File: config.mk
export PLATFORM = sky130hd
export DESIGN_NAME = aes_blk_serializer
export DESIGN_NICKNAME = d
export VERILOG_FILES = /design/src/rtl/aes_blk_serializer.sv
export SDC_FILE = /design/constraint.sdc
export NUM_CORES = 1
export LEC_CHECK = 0
export BUFFER_PORTS_ARGS = -buffer_cell sky130_fd_sc_hd__buf_2
export CORE_AREA = 2 2 147 149
export DETAILED_ROUTE_END_ITERATION = 16
export DIE_AREA = 0 0 149 151
export GPL_TIMING_DRIVEN = 0
export PLACE_DENSITY = 0.78
export SYNTH_ARGS = -nofsm -noshare
export SYNTH_HDL_FRONTEND = slang
export SYNTH_SLANG_ARGS = --single-unit
File: constraint.sdc
create_clock -name clock -period 7.3 [get_ports clock]
set_input_delay 0 -clock clock [delete_from_list [all_inputs] [get_ports clock]]
set_output_delay 0 -clock clock [all_outputs]
set_load 0.005 [all_outputs]
File: src/rtl/aes_blk_serializer.sv
// Serialises 128-bit AES blocks into a 32-bit AXI-Stream through a 2-entry block FIFO.
// Optional build macro AES_OUT_BYTE_SWAP_EN byte-reverses every output word.
module aes_blk_serializer #(
  parameter int unsigned BLK_S  = 128,
  parameter int unsigned WORD_S = 32
) (
  input  logic              clock,
  input  logic              reset,
  input  logic [BLK_S-1:0]  in_blk,
  input  logic              in_valid,
  input  logic              in_last,
  output logic              in_ready,
  output logic [WORD_S-1:0] m00_axis_tdata,
  output logic              m00_axis_tvalid,
  input  logic              m00_axis_tready,
  output logic              m00_axis_tlast,
  output logic              busy
);

  typedef enum logic {IDLE, SEND} state_t;

  state_t            state, state_nxt;
  logic [1:0]        wcnt, wcnt_nxt;
  logic [1:0]        occ, occ_nxt;
  logic              wr_ptr, rd_ptr;
  logic              push, pop;
  logic [BLK_S:0]    fifo_mem [2];
  logic [BLK_S:0]    head;
  logic [WORD_S-1:0] words [4];
  logic [WORD_S-1:0] word;

  assign in_ready = (occ != 2'd2);
  assign push     = in_valid && in_ready;
  assign pop      = (state == SEND) && (wcnt == 2'd3) && m00_axis_tready;
  assign head     = fifo_mem[rd_ptr];
  assign busy     = (state == SEND) || (occ != 2'd0);

  always_comb begin
    occ_nxt = occ;
    case ({push, pop})
      2'b10:   occ_nxt = occ + 2'd1;
      2'b01:   occ_nxt = occ - 2'd1;
      default: occ_nxt = occ;
    endcase
  end

  always_ff @(posedge clock or posedge reset) begin
    if (reset) begin
      occ    <= '0;
      wr_ptr <= 1'b0;
      rd_ptr <= 1'b0;
    end else begin
      occ <= occ_nxt;
      if (push) wr_ptr <= ~wr_ptr;
      if (pop)  rd_ptr <= ~rd_ptr;
    end
  end

  // Payload storage needs no reset: occupancy alone decides what is valid.
  always_ff @(posedge clock) begin
    if (push) fifo_mem[wr_ptr] <= {in_last, in_blk};
  end

  always_ff @(posedge clock or posedge reset) begin
    if (reset) begin
      state <= IDLE;
      wcnt  <= '0;
    end else begin
      state <= state_nxt;
      wcnt  <= wcnt_nxt;
    end
  end

  // Staying in SEND when the post-pop occupancy is non-zero avoids a bubble between blocks.
  always_comb begin
    state_nxt = state;
    wcnt_nxt  = wcnt;
    case (state)
      IDLE: begin
        if (occ != 2'd0) begin
          state_nxt = SEND;
          wcnt_nxt  = '0;
        end
      end
      SEND: begin
        if (m00_axis_tready) begin
          if (wcnt == 2'd3) begin
            wcnt_nxt = '0;
            if (occ_nxt == 2'd0) state_nxt = IDLE;
          end else begin
            wcnt_nxt = wcnt + 2'd1;
          end
        end
      end
      default: state_nxt = IDLE;
    endcase
  end

  always_comb begin
    for (int unsigned k = 0; k < 4; k++) begin
      words[k] = head[BLK_S-1-WORD_S*k -: WORD_S];
    end
    word = words[wcnt];
  end

  always_comb begin
    m00_axis_tvalid = 1'b0;
    m00_axis_tlast  = 1'b0;
    m00_axis_tdata  = '0;
    if (state == SEND) begin
      m00_axis_tvalid = 1'b1;
      m00_axis_tlast  = (wcnt == 2'd3) && head[BLK_S];
`ifdef AES_OUT_BYTE_SWAP_EN
      m00_axis_tdata  = {word[7:0], word[15:8], word[23:16], word[31:24]};
`else
      m00_axis_tdata  = word;
`endif
    end
  end

endmodule

==> results by group <==
Yosys
  – YS warnings: 0
  – Post-synthesis xor/xnor area fraction: 0.428%
  – Synth Cell Area: around 10,000 um2
  – Post-synth EDFFs: between 200 and 300
  – Mapped Cells: between 400 and 500
  – Main combinational cell family by area after synthesis: multiplexers
  – Post-synth top area share: between 70% and 80%
  – Main synth FF type: edfxtp_1
  – Post-synthesis simple-gate area fraction: between 1 and 1.5%
  – Dominant cell type by area after synthesis: edfxtp_1
  – Mean post-synth cell area: between 20 and 25 um2
  – Register area share after synthesis: around 77%
  – #FFs+latches synth: around 270
  – Dominant cells by area after synthesis: edfxtp_1, mux4_2, mux2i_1, o211a_1, a22oi_1
  – Number of distinct library cells after synthesis: 27
  – Adder and majority gate portion of the synthesized area: less than 1%
  – Syn Nets: 625
  – Post-synthesis compound-gate area fraction: under 10%
  – Async SR Flop Fraction: 2.64%
  – Mux contribution to synthesized area: between 10% and 20%

Clock tree
  – Cts bufs inserted: 28
  – Worst skew pair latency: around 0.52 ns
  – Number of setup buffers added after CTS: 0
  – Clk root buf: clkbuf_16
  – Htree depth: 1
  – Maximum root-to-sink buffer count: 3
  – Hold-fix buffers, CTS: 133
  – Clock Sink Count: ~270
  – Post-CTS Resized: 0
  – Clk slew on worst S/H paths: around 0.060 ns
  – CTS tree: yes

Final layout
  – Area growth, synth to finish: 34.1%
  – Nets: 961
  – Ratio of cells with drive above 1 in the final layout: between 30% and 40%
  – # diodes: 0
  – Fill count: between 1,000 and 1,500

STA
  – RSZ-0062 raised after global routing: false
  – Final WS setup: 4.74 ns
  – Fmax: between 0.3 and 0.4 GHz
  – Clk_skew: approximately 0.0098 ns
  – Tcrit/Tclk final: 35.1%
  – Final min period: 2.56 ns
  – Rel. slew slack: 42.6%
  – Slew Viols, Final: 0
  – Final hold violation count: 0
  – Final setup violation count: 0
  – Fin Setup TNS: 0 ns
  – Worst Tran Pin Value: between 0.8 and 0.9 ns

GRT
  – M3 GR Usage: 4.46%
  – Most used routing layer: met2
  – GR Util All Layers: between 20% and 30%
  – Initial antenna violation count: 0
  – M1 GR Usage: between 20 and 30%
  – Largest net degree at the start of global routing: between 70 and 80
  – Routing usage on met2: around 39%
  – Vias in the first global route: ~6,600
  – Overflow after GRT: 0
  – First-pass GRT wire length: 35,900 um

Detailed routing
  – ANT nets after route: 0
  – Vias: 6,050
  – Avg WL per Cell: approximately 21 um
  – DRC: 0
  – Pre-Repair DR Iteration Count: 5
  – Routed WL: approximately 24,000 um
  – Number of vias per cell: between 5 and 6
  – DRT iter0 DRCs: between 300 and 400

Placement
  – IO buf count: around 170
  – Dpl ws: between 4 and 5 ns
  – Final HPWL DP: between 10,000 and 15,000 um
  – Gpl congestion: approximately 0.73

Hold path
  – HP Class: input port to flop
  – Hold depth: 2

Power and ir drop
  – Max VDD drop: ~290 uV
  – Logic pwr share: between 30% and 40%
  – Internal power: between 3 and 4 mW
  – Sw Ratio: between 20% and 30%
  – Power, Total: 5.11 mW
  – Seq pwr share: a little over two fifths
  – Clock power share: about a quarter
  – Sw Pwr: 1.51 mW
  – Power Dens Cells: ~370 nW/um2
  – Pleak: 5.14 nW

Setup path
  – RR Startpoint: occ[0]$_DFF_PP0_
  – CP Launch Point: occ[0]$_DFF_PP0_
  – Reg2reg end: fifo_mem[0][42]$_DFFE_PP_
  – Crit path kind: flop to flop
  – CP endpoint kind: flop
  – Critical Path Max Stage Delay: between 0.5 and 0.6 ns
  – CP dominant cell by count: buf_16
  – Cells along the critical path: clkbuf_1 -> nand2b_1 -> nand2_1 -> nor2_4 -> buf_16 -> buf_16 -> buf_12
  – Reg2reg path depth: 7
  – Startpoint Class: flop
  – Worst path slowest cell: nor2_4
  – CP bufs+invs: 4
  – Critical path peak fanout: 35
  – CP required: 7.50 ns
  – WP depth: 7
  – Worst R2R Setup Slack: ~4.7 ns
  – WP data arrival: ~2.8 ns
  – Setup crit end: fifo_mem[0][42]$_DFFE_PP_
  – Worst path top cell family by delay: buffers and inverters

Floorplanning
  – Die extent in y: about 150 um
  – Row cnt: between 50 and 60
  – Initial Util: 49.2%
  – Die span in x: 149 um
  – Area of the die: between 20,000 and 25,000 um2
  – Core box area: about 21,000 um2
  – I/O pin total: roughly 170

Flow run
  – Maxcap violations: 0

Status
  – Outcome: finished clean
## worst min-delay path by stage
stage / from / end
floorplan: reset / occ[0]$_DFF_PP0_
global placement: reset / wr_ptr$_DFFE_PP0N_
detailed placement: reset / wr_ptr$_DFFE_PP0N_
CTS: in_blk[119] / fifo_mem[0][119]$_DFFE_PP_
global route: in_blk[9] / fifo_mem[1][9]$_DFFE_PP_
finish: in_blk[9] / fifo_mem[1][9]$_DFFE_PP_
## layout by cell type, fill, tap and decap left out, types with 3 or more instances in the layout
cell type,count
mux2i_1,65
clkbuf_1,20
xnor2_1,3
edfxtp_1,258
clkinv_1,7
o21ai_0,3
clkbuf_16,29
a22oi_1,32
dfrtp_1,7
buf_4,4
clkinv_2,6
buf_2,177
dlygate4sd3_1,133
o211a_1,32
buf_16,3
buf_6,5
mux4_2,32
nand2_1,4
## final cells by class
| type | count | area [um2] | share of cell area (%) |
|---|---|---|---|
| Tap cell | 275 | 344 | 2.51 |
| Clock inverter | 15 | 93.8 | 0.683 |
| Timing Repair Buffer | 306 | 2290 | 16.7 |
| Sequential cell | 265 | 7920 | 57.7 |
| Buffer | 32 | 184 | 1.34 |
| Inverter | 2 | 7.51 | 0.0547 |
| Multi-Input combinational cell | 191 | 2140 | 15.6 |
| Clock buffer | 35 | 748 | 5.45 |
## worst register-to-register path: stages (launching register included)
cell      delay, ns
dfrtp_1        0.32
clkbuf_1       0.28
nand2b_1       0.21
nand2_1        0.17
nor2_4         0.55
buf_16         0.25
buf_16         0.20
buf_12         0.24
## Yosys cell counts, types with 2 or more instances
library cell  instances
and3_1                2
buf_2                 9
edfxtp_1            258
buf_4                 4
mux2i_1              65
clkbuf_1             14
ha_1                  2
buf_6                 5
xnor2_1               3
nor4bb_1              2
o21ai_0               3
nand2_1               4
dfrtp_1               7
nor2_1                3
mux4_2               32
nor2b_1               2
o211a_1              32
xor2_1                2
inv_1                 2
a22oi_1              32
## power groups by stage
stage               Clock, mW  Combinational [mW]  Sequential, mW
global route             1.38                1.78            2.19
global placement            0                1.48            2.26
finish                   1.29                1.65            2.17
CTS                      1.31                1.65            2.16
detailed placement          0                1.58            2.19
floorplan                   0                1.02            2.23
## logic make-up after synthesis
family                     after synthesis
adders and majority gates                2
and+or+nand+nor                         19
buffers and inverters                   34
muxes                                   97
AOI/OAI and AO/OA                       68
xor gates and xnor gates                 5
DFF                                    265
## registers in the layout (all words and copies together) (netlist names)
name      cells
fifo_mem    258
state         1
wr_ptr        1
occ           2
rd_ptr        1
wcnt          2
## per-layer routing
layer | share of wire, % | up-vias
met5 | 0 | -
met4 | 2.2 | 0
met3 | 7.3 | 38
met2 | 52 | 260
met1 | 38 | 3042
li1 | - | 2710
## metrics by stage
stage	hold WS (ns)	std cells	cell area [um2]	util, %
2_1_floorplan	-0.197	490	10200	-
3_3_place_gp	-0.0703	933	11400	54.9
3_5_place_dp	-0.0559	938	11600	55.5
4_1_cts	0.174	1121	13700	66.0
5_1_grt	0.183	1121	13700	66.0
6_report	0.201	1121	13700	66.0
Note: power is estimated with default switching activity, not from simulation.
